[config.mk]
export PLATFORM = sky130hd
export DESIGN_NAME = d_phy_rx_word_aligner
export DESIGN_NICKNAME = d
export VERILOG_FILES = /design/src/rtl/d_phy_pkg.sv /design/src/rtl/d_phy_rx_sync_detect.sv /design/src/rtl/d_phy_rx_word_aligner.sv
export SDC_FILE = /design/constraint.sdc
export NUM_CORES = 1
export LEC_CHECK = 0
export CORE_ASPECT_RATIO = 0.5
export CORE_MARGIN = 3
export CORE_UTILIZATION = 52
export DETAILED_ROUTE_END_ITERATION = 6
export PLACE_DENSITY = 0.82
export SKIP_LAST_GASP = 1
export SYNTH_ARGS = -nofsm -noshare
export SYNTH_HDL_FRONTEND = slang
export SYNTH_HIERARCHICAL = 1
export SYNTH_SLANG_ARGS = --single-unit
[constraint.sdc]
create_clock -name hs_clk -period 1.94 [get_ports hs_clk]
set_input_delay 0.388 -clock hs_clk [delete_from_list [all_inputs] [get_ports hs_clk]]
set_output_delay 0.388 -clock hs_clk [all_outputs]
set_load 0.02 [all_outputs]
[src/rtl/d_phy_pkg.sv]
// Shared constants and types for the D-PHY HS receive path.
package d_phy_pkg;

    localparam logic [7:0] HS_SYNC_BYTE              = 8'hB8;
    localparam int         HS_RX_WORD_BIT_WIDTH_DFLT = 16;
    localparam int         HS_SYNC_TIMEOUT_DFLT      = 64;

    localparam logic LOW  = 1'b0;
    localparam logic HIGH = 1'b1;

    typedef enum logic [1:0] {
        IDLE   = 2'd0,
        HUNT   = 2'd1,
        SYNCED = 2'd2,
        ERR    = 2'd3
    } hs_rx_state_t;

    // Byte as it appears in a left-shifting register fed LSB-first:
    // the first bit on the wire ends up in the MSB.
    function automatic logic [7:0] arrival_order(input logic [7:0] b);
        logic [7:0] r;
        for (int i = 0; i < 8; i++) begin
            r[7 - i] = b[i];
        end
        return r;
    endfunction

endpackage

[src/rtl/d_phy_rx_sync_detect.sv]
// HS sync byte hunter: 8-bit history plus a compare at both bit offsets of
// the incoming dibit.
module d_phy_rx_sync_detect
    import d_phy_pkg::*;
(
    input  logic       clk,
    input  logic       rst,
    input  logic       clear,
    input  logic       shift_en,
    input  logic [1:0] dibit,
    output logic       match,
    output logic       phase_odd
);

    localparam logic [7:0] SYNC_PATTERN = arrival_order(HS_SYNC_BYTE);

    logic [7:0] sr_q;
    logic [7:0] sr_d;
    logic [7:0] win_bit0_s;
    logic [7:0] win_bit1_s;

    // Candidate windows ending on each bit of the dibit, and next history.
    always_comb begin
        win_bit0_s = {sr_q[6:0], dibit[0]};
        win_bit1_s = {sr_q[5:0], dibit[0], dibit[1]};
        phase_odd  = (win_bit0_s == SYNC_PATTERN);
        match      = shift_en && ((win_bit0_s == SYNC_PATTERN) || (win_bit1_s == SYNC_PATTERN));
        if (clear) begin
            sr_d = 8'hFF;
        end else if (shift_en) begin
            sr_d = win_bit1_s;
        end else begin
            sr_d = sr_q;
        end
    end

    // History register; all ones so a short burst can never fake a match.
    always_ff @(posedge clk) begin
        if (rst) begin
            sr_q <= 8'hFF;
        end else begin
            sr_q <= sr_d;
        end
    end

endmodule

[src/rtl/d_phy_rx_word_aligner.sv]
// HS receive word aligner: locks on the sync byte, deserializes the payload
// into W-bit words and regenerates the receive word clock.
module d_phy_rx_word_aligner
    import d_phy_pkg::*;
#(
    parameter int HS_RX_WORD_BIT_WIDTH = d_phy_pkg::HS_RX_WORD_BIT_WIDTH_DFLT,
    parameter int HS_SYNC_TIMEOUT      = d_phy_pkg::HS_SYNC_TIMEOUT_DFLT
) (
    input  logic                            hs_clk,
    input  logic                            rst,
    input  logic                            hs_rx_active,
    input  logic [1:0]                      hs_rx_dibit,
    output logic [HS_RX_WORD_BIT_WIDTH-1:0] hs_rx_word,
    output logic                            hs_rx_word_valid,
    output logic                            hs_rx_word_clk,
    output logic                            hs_rx_synced,
    output logic                            hs_rx_sync_err
);

    localparam int W       = HS_RX_WORD_BIT_WIDTH;
    localparam int HALF    = W / 2;
    localparam int QUARTER = W / 4;
    localparam int CNT_W   = $clog2(W + 1);
    localparam int WC_W    = $clog2(HALF + 1);
    localparam int HUNT_W  = $clog2(HS_SYNC_TIMEOUT + 1);

    hs_rx_state_t      state_q, state_d;
    logic [HUNT_W-1:0] hunt_cnt_q, hunt_cnt_d;
    logic [W-1:0]      acc_q, acc_d;
    logic [CNT_W-1:0]  bit_cnt_q, bit_cnt_d;
    logic              phase_odd_q, phase_odd_d;
    logic [W-1:0]      word_q, word_d;
    logic              valid_q, valid_d;
    logic              synced_q, synced_d;
    logic              err_q, err_d;
    logic              wclk_q, wclk_d;
    logic              wclk_run_q, wclk_run_d;
    logic [WC_W-1:0]   wclk_cnt_q, wclk_cnt_d;

    logic              match_s;
    logic              phase_odd_s;

    d_phy_rx_sync_detect u_sync_detect (
        .clk       (hs_clk),
        .rst       (rst),
        .clear     (state_q != HUNT),
        .shift_en  (state_q == HUNT),
        .dibit     (hs_rx_dibit),
        .match     (match_s),
        .phase_odd (phase_odd_s)
    );

    // Next-state logic: FSM, payload accumulator and word-clock counter.
    always_comb begin
        state_d     = state_q;
        hunt_cnt_d  = hunt_cnt_q;
        acc_d       = acc_q;
        bit_cnt_d   = bit_cnt_q;
        phase_odd_d = phase_odd_q;
        word_d      = word_q;
        valid_d     = LOW;
        synced_d    = synced_q;
        err_d       = LOW;
        wclk_d      = wclk_q;
        wclk_run_d  = wclk_run_q;
        wclk_cnt_d  = wclk_cnt_q;

        if (!hs_rx_active) begin
            // Burst over: partial word dropped, last delivered word kept.
            state_d    = IDLE;
            hunt_cnt_d = HUNT_W'(0);
            bit_cnt_d  = CNT_W'(0);
            synced_d   = LOW;
            wclk_d     = LOW;
            wclk_run_d = LOW;
            wclk_cnt_d = WC_W'(0);
        end else begin
            case (state_q)
                IDLE: begin
                    state_d    = HUNT;
                    hunt_cnt_d = HUNT_W'(0);
                    bit_cnt_d  = CNT_W'(0);
                    synced_d   = LOW;
                end
                HUNT: begin
                    if (match_s) begin
                        state_d     = SYNCED;
                        synced_d    = HIGH;
                        phase_odd_d = phase_odd_s;
                        if (phase_odd_s) begin
                            // Falling-edge bit of this dibit is payload bit 0.
                            acc_d     = {hs_rx_dibit[1], acc_q[W-1:1]};
                            bit_cnt_d = CNT_W'(1);
                        end else begin
                            bit_cnt_d = CNT_W'(0);
                        end
                    end else if (hunt_cnt_q == HUNT_W'(HS_SYNC_TIMEOUT - 1)) begin
                        state_d = ERR;
                        err_d   = HIGH;
                    end else begin
                        hunt_cnt_d = hunt_cnt_q + HUNT_W'(1);
                    end
                end
                SYNCED: begin
                    synced_d = HIGH;
                    // Bits enter at the top and move down, so the first bit
                    // of a word lands in [0] once W bits are in.
                    if (bit_cnt_q >= CNT_W'(W - 2)) begin
                        valid_d = HIGH;
                        if (phase_odd_q) begin
                            word_d    = {hs_rx_dibit[0], acc_q[W-1:1]};
                            acc_d     = {hs_rx_dibit[1], acc_q[W-1:1]};
                            bit_cnt_d = CNT_W'(1);
                        end else begin
                            word_d    = {hs_rx_dibit[1], hs_rx_dibit[0], acc_q[W-1:2]};
                            bit_cnt_d = CNT_W'(0);
                        end
                    end else begin
                        acc_d     = {hs_rx_dibit[1], hs_rx_dibit[0], acc_q[W-1:2]};
                        bit_cnt_d = bit_cnt_q + CNT_W'(2);
                    end
                end
                ERR: begin
                    synced_d = LOW;
                end
                default: begin
                    state_d  = IDLE;
                    synced_d = LOW;
                end
            endcase

            // Word clock: rises with every word, W/4 high then W/4 low.
            if (valid_d) begin
                wclk_run_d = HIGH;
                wclk_cnt_d = WC_W'(0);
                wclk_d     = HIGH;
            end else if (wclk_run_q) begin
                if (wclk_cnt_q == WC_W'(HALF - 1)) begin
                    wclk_cnt_d = WC_W'(0);
                end else begin
                    wclk_cnt_d = wclk_cnt_q + WC_W'(1);
                end
                wclk_d = (wclk_cnt_d < WC_W'(QUARTER));
            end else begin
                wclk_d = LOW;
            end
        end
    end

    // State and output registers.
    always_ff @(posedge hs_clk) begin
        if (rst) begin
            state_q     <= IDLE;
            hunt_cnt_q  <= HUNT_W'(0);
            acc_q       <= {W{1'b0}};
            bit_cnt_q   <= CNT_W'(0);
            phase_odd_q <= LOW;
            word_q      <= {W{1'b0}};
            valid_q     <= LOW;
            synced_q    <= LOW;
            err_q       <= LOW;
            wclk_q      <= LOW;
            wclk_run_q  <= LOW;
            wclk_cnt_q  <= WC_W'(0);
        end else begin
            state_q     <= state_d;
            hunt_cnt_q  <= hunt_cnt_d;
            acc_q       <= acc_d;
            bit_cnt_q   <= bit_cnt_d;
            phase_odd_q <= phase_odd_d;
            word_q      <= word_d;
            valid_q     <= valid_d;
            synced_q    <= synced_d;
            err_q       <= err_d;
            wclk_q      <= wclk_d;
            wclk_run_q  <= wclk_run_d;
            wclk_cnt_q  <= wclk_cnt_d;
        end
    end

    assign hs_rx_word       = word_q;
    assign hs_rx_word_valid = valid_q;
    assign hs_rx_word_clk   = wclk_q;
    assign hs_rx_synced     = synced_q;
    assign hs_rx_sync_err   = err_q;

endmodule

=== Yosys cells after proc, flatten, opt, wreduce, memory -nomap -nowiden ===
Cells that the tools add are included.

* Logic and storage cells: 80
* Bits of input ports: 5
* Register bits after elaboration: 63

* Order comparisons: 2
* Add/sub/neg operators: 3
* Reduce and logical (&&, ||, !) cells: 17
* Bitwise gates (word level): 2
* Mux-type cells: 29
* Eq/ne operators: 14

{| class="wikitable"
|+ Operators with widths
! cell !! count
|-
| 2-to-1 mux 16 bit || 5
|-
| case mux 16 bit (2 select lines) || 1
|-
| equality test 8 x 5 -> 1 bit, second input constant || 2
|-
| 2-to-1 mux 4 bit || 4
|-
| case mux 5 bit (3 select lines) || 1
|-
| 2-to-1 mux 7 bit || 2
|-
| case mux 7 bit (2 select lines) || 1
|-
| 2-to-1 mux 5 bit || 2
|-
| 2-to-1 mux 1 bit || 9
|-
| AND reduction 3 bit || 3
|-
| inequality test 2 bit, second input constant || 4
|-
| adder 7 x 1 -> 7 bit, second input constant || 1
|-
| equality test 7 x 6 -> 1 bit, second input constant || 1
|-
| inequality test 3 bit, second input constant || 2
|-
| OR reduction 2 bit || 3
|-
| adder 5 x 2 -> 5 bit, second input constant || 1
|-
| greater-or-equal comparator 5 x 4 -> 1 bit, second input constant || 1
|-
| AND reduction 5 bit || 1
|-
| adder 4 x 1 -> 4 bit, second input constant || 1
|-
| equality test 2 bit, second input constant || 2
|-
| equality test 4 x 3 -> 1 bit, second input constant || 1
|-
| less-than comparator 4 x 3 -> 1 bit, second input constant || 1
|-
| 2-to-1 mux 2 bit || 2
|-
| case mux 2 bit (2 select lines) || 1
|-
| other kinds (12) || 15
|}

=== Longest topological paths before layout ===
* Depth in word-level cells: 9
* Mapped depth: 10
* Mapped depth without buffers: 8

=== Modules after synthesis ===
Netlist, hierarchy kept.

{| class="wikitable"
|+ By module, submodules not included
! module !! area each (um2) !! cells each !! sequential area each (um2) !! times used
|-
| d_phy_rx_word_aligner || 2697.6 || 270 || 1101.1 || 1
|-
| d_phy_rx_sync_detect || 299.0 || 29 || 140.1 || 1
|}

=== Worst setup path before layout ===
No wires, ideal clock.

* Kind: input to register
* Start: in hs_rx_dibit[0]
* End: reg bit_cnt_q[1]
* Stages on the path: 6
* Arrival time: 1.958 ns
* Path slack: -0.088 ns
* Required time: 1.870 ns
* Setup time: 0.070 ns
* Cell sequence: or4bb_1 -> a211oi_2 -> nor2b_1 -> buf_2 -> or4_1 -> a21oi_1

* Word-level cells in the longest chain between the ends: 5
* Elaborated cells between the ends (all ways): 6
* Those cells by class: eq/ne: 3; reduce/logical: 3

{| class="wikitable"
|+ RTL lines
! what !! line !! text
|-
| start: declaration || d_phy_rx_word_aligner.sv:12 || <nowiki>input logic [1:0] hs_rx_dibit,</nowiki>
|-
| equality test 8 x 5 -> 1 bit || d_phy_rx_sync_detect.sv:27 || <nowiki>match = shift_en && ((win_bit0_s == SYNC_PATTERN) || (win_bit1_s == SYNC_PATTERN));</nowiki>
|-
| logical OR 1 bit * || d_phy_rx_sync_detect.sv:27 ||
|-
| logical AND 1 bit * || d_phy_rx_sync_detect.sv:27 ||
|-
| via match_s || d_phy_rx_word_aligner.sv:40 || <nowiki>logic match_s;</nowiki>
|-
| inequality test 2 bit (no source line) * || -- ||
|-
| AND reduction 2 bit (no source line) * || -- ||
|-
| end signal: assignment || d_phy_rx_word_aligner.sv:169 || <nowiki>bit_cnt_q <= bit_cnt_d;</nowiki>
|-
| end: declaration || d_phy_rx_word_aligner.sv:30 || <nowiki>logic [CNT_W-1:0] bit_cnt_q, bit_cnt_d;</nowiki>
|}

The timed path passes the listed nets; every way through them passes the cells marked *.
A chain may end at the register's enable or synchronous reset.

=== Worst setup path in the final report ===
* Start: reg u_sync_detect.sr_q[3]
* End: reg acc_q[15]

* Word-level cells in the longest chain between the ends: 5
* Elaborated cells between the ends (all ways): 7
* Those cells by class: eq/ne: 4; reduce/logical: 3

{| class="wikitable"
|+ RTL lines
! what !! line !! text
|-
| start: declaration || d_phy_rx_sync_detect.sv:17 || <nowiki>logic [7:0] sr_q;</nowiki>
|-
| start signal: assignment || d_phy_rx_sync_detect.sv:42 || <nowiki>sr_q <= sr_d;</nowiki>
|-
| equality test 8 x 5 -> 1 bit || d_phy_rx_sync_detect.sv:27 ||
|-
| logical OR 1 bit * || d_phy_rx_sync_detect.sv:27 ||
|-
| logical AND 1 bit * || d_phy_rx_sync_detect.sv:27 ||
|-
| via match_s || d_phy_rx_word_aligner.sv:40 ||
|-
| inequality test 2 bit (no source line) * || -- ||
|-
| AND reduction 5 bit (no source line) * || -- ||
|-
| end signal: assignment || d_phy_rx_word_aligner.sv:155 || <nowiki>acc_q <= {W{1'b0}};</nowiki>
|-
| end: declaration || d_phy_rx_word_aligner.sv:29 || <nowiki>logic [W-1:0] acc_q, acc_d;</nowiki>
|}

Marked as above.

==> results.toml <==
[run_status]
status = "finished with violations"
violations = "negative setup slack"

[sta]
min_period_over_period_pct = 106.8
skew_ns = 0.005120
fin_setup_tns_ns = -1.780
worst_slew_pin_slew_ns = 0.4871
period_needed_ns = 2.071
max_freq_ghz = 0.4828
setup_ws_ns = -0.1313
slew_headroom_pct = 67.52
final_hold_viol_count = 0
setup_viol = 16
slew_violations = 0
rsz0062_at_grt = "yes"
whs_ns = 0.4225

[logic_synthesis]
yosysTopAreaCell = "dfxtp_1"
ys_warn_count = 6
synthArstFlopShare_pct = 0
synth_flop_cell = "dfxtp_1"
ys_seq_area_share_pct = 41.42
synth_area_leaders = "dfxtp_1 41%, mux2i_1 13%, a211oi_2 6.3%"
syn_inst = 299
synth_top_area_share_pct = 41.42
syn_avg_cell_area_sq_um = 10.02
synth_nets = 311
yosysUniqueCellTypes = 51
synth_area_sq_mm = 0.002997
synth_seq_cells = 62
synth_edf_count = 0

[floorplanning]
core_area_sq_mm = 0.005225
dieArea_sq_mm = 0.006765
die_y_microns = 59.68
io_pins = 25
core.rowCount = 18
dieWidth_microns = 113.4
start_util_pct = 57.35

[setup_path]
regToRegSetupSlack_ns = -0.13
end_kind = "register"
crit_cells = 7
cp-startpoint = "u_sync_detect/sr_q[3]"
crit_path_end = "acc_q[15]"
cp_num_buf_inv = 1
path_class = "register to register"
worstPathArrival_ns = 2.29
r2r_cells = 7
cp_slowest_cell = "or4bb_4"
r2r-start = "u_sync_detect/sr_q[3]"
r2r-end = "acc_q[15]"
startpoint_type = "register"
max_stage_delay_ns = 0.54
critPathTopFamily = "simple AND/OR/NAND/NOR gates"
crit_required_ns = 2.16
path_cells = "or4bb_4 -> a211oi_4 -> nand4_1 -> nand2_2 -> buf_4 -> a21oi_1 -> a41o_1"
crit_fanout = 4

[routing]
drc = 0
route.vias.total = 2469
vias_per_cell = 5.879
wirelength_microns = 6963
drt_pass1_iterations = 4
wl_per_cell_microns = 16.58
detail-route-antenna-nets = 0
drt_iter0_drc = 91

[placement]
hpwl_microns = 4518
routabilityCongestion = 0.8537
dp_slack_ns = -0.6251
place_area_sq_mm = 0.003400
port_buffers = 24
dp_cells = 400

[cts]
numCtsBuffers = 9
clk_pin_slew_ns = 0.05
cts_root_buf = "clkbuf_16"
clock_latency_ns = 0.33
cts_max_level = 3
cts_hold_buf = 0
cts_buffer_depth = 2
cts.sinks = 62
cts_tree = "done"

[grt]
grt_pass1_vias = 2431
antenna_found_initial = 0
grtUsageTotal_pct = 21.95
grt_pass1_wl_microns = 11740
grt-ovfl-total = 0
grt_max_degree = 29

[layout]
stdcell_area_sq_mm = 0.003826
drive_above_1_share_pct = 25.71
fin_util_pct = 73.23
final_cell_mix = "59 x dfxtp_1, 40 x mux2i_1, 23 x nand2_1, 23 x buf_4"
n_antenna_cell = 0
area_delta_synth_final_pct = 27.68
fin_cells = 420
final_common_cell = "dfxtp_1"
final_nets = 357

[power_and_ir_drop]
power.leakage_nw = 1.354
power.total_mw = 2.878
power_density_mw_per_mm2 = 752.2
vdd_ir_drop_max_mv = 0.6059

[min_path]
hp-class = "register to register"

[run]
drv_cap = 0
[how the worst min path moves through the flow]
stage / from / endpoint / slack (ns) / cells past startpoint
floorplan: hunt_cnt_q[6] / hunt_cnt_q[6] / 0.41 / 2
global placement: hunt_cnt_q[6] / hunt_cnt_q[6] / 0.41 / 2
CTS: hunt_cnt_q[6] / hunt_cnt_q[6] / 0.42 / 2
finish: hunt_cnt_q[6] / hunt_cnt_q[6] / 0.42 / 2
detailed placement: hunt_cnt_q[6] / hunt_cnt_q[6] / 0.42 / 2
global route: hunt_cnt_q[6] / hunt_cnt_q[6] / 0.46 / 2
[where the power goes]
group | switching (mW) | total [mW] | internal, mW
clock | 0.572 | 1.46 | 0.889
sequential | 0.00393 | 1.28 | 1.28
combinational | 0.0809 | 0.135 | 0.0539
total | 0.657 | 2.88 | 2.22
[worst register-to-register path, cell delays in order, from the launching register on]
cell      delay, ns
dfxtp_2        0.32
or4bb_4        0.54
a211oi_4       0.29
nand4_1        0.22
nand2_2        0.18
buf_4          0.13
a21oi_1        0.07
a41o_1         0.22
[state kept, by name, summed over array words and instances (netlist names)]
| name | cells |
|---|---|
| acc_q | 15 |
| bit_cnt_q | 5 |
| hs_rx_sync_err | 1 |
| hs_rx_synced | 1 |
| hs_rx_word | 16 |
| hs_rx_word_clk | 1 |
| hs_rx_word_valid | 1 |
| hunt_cnt_q | 7 |
| phase_odd_q | 1 |
| state_q | 2 |
| u_sync_detect/sr_q | 7 |
| wclk_cnt_q | 4 |
| wclk_run_q | 1 |
[synthesized netlist by cell type (3+ instances only)]
library cell / n
a211oi_1: 4
a211oi_2: 15
a21oi_1: 14
buf_2: 6
buf_4: 3
buf_6: 5
dfxtp_1: 62
ha_1: 7
inv_1: 9
mux2i_1: 40
nand2_1: 25
nand2b_1: 3
nand3_1: 6
nand4_1: 4
nor2_1: 23
nor3_1: 3
o211ai_1: 3
o21ai_0: 8
o2bb2ai_1: 14
or3_1: 3
or4_1: 3
[cell type report]
| class | instances | area [sq um] |
|---|---|---|
| Fill cell | 350 | 1399 |
| Timing Repair Buffer | 51 | 464.2 |
| Inverter | 9 | 36.28 |
| Clock buffer | 10 | 239.0 |
| Multi-Input combinational cell | 212 | 1717 |
| Clock inverter | 6 | 37.54 |
| Sequential cell | 62 | 1245 |
| Tap cell | 70 | 87.58 |
[what timing repair did]
| item | in CTS | in global routing |
|---|---|---|
| pin swaps | 10 | 10 |
| cloned | 1 | 0 |
| endpoints found under the setup margin | 29 | 28 |
| buffers inserted | 3 | 1 |
| gates resized for setup | 16 | 15 |
[cell families after synthesis]
family / after synthesis / share of synthesized area, %
compound gates: 74 / 20.92
xor+xnor: 2 / 0.5847
fa+ha+maj: 7 / 2.923
buf+inv: 26 / 5.135
flops: 62 / 41.42
mux: 40 / 13.36
simple gates: 88 / 15.66
[routing by layer]
layer  global-route usage, %  up-vias  share of wire (%)
met2                   38.55       61                 49
li1                        -     1202                  -
met1                   26.04     1192                 45
met4                   9.418        0                1.9
met3                   5.763       14                4.1
met5                       0        -                  0
No activity file was read; power rests on OpenSTA's default activity.
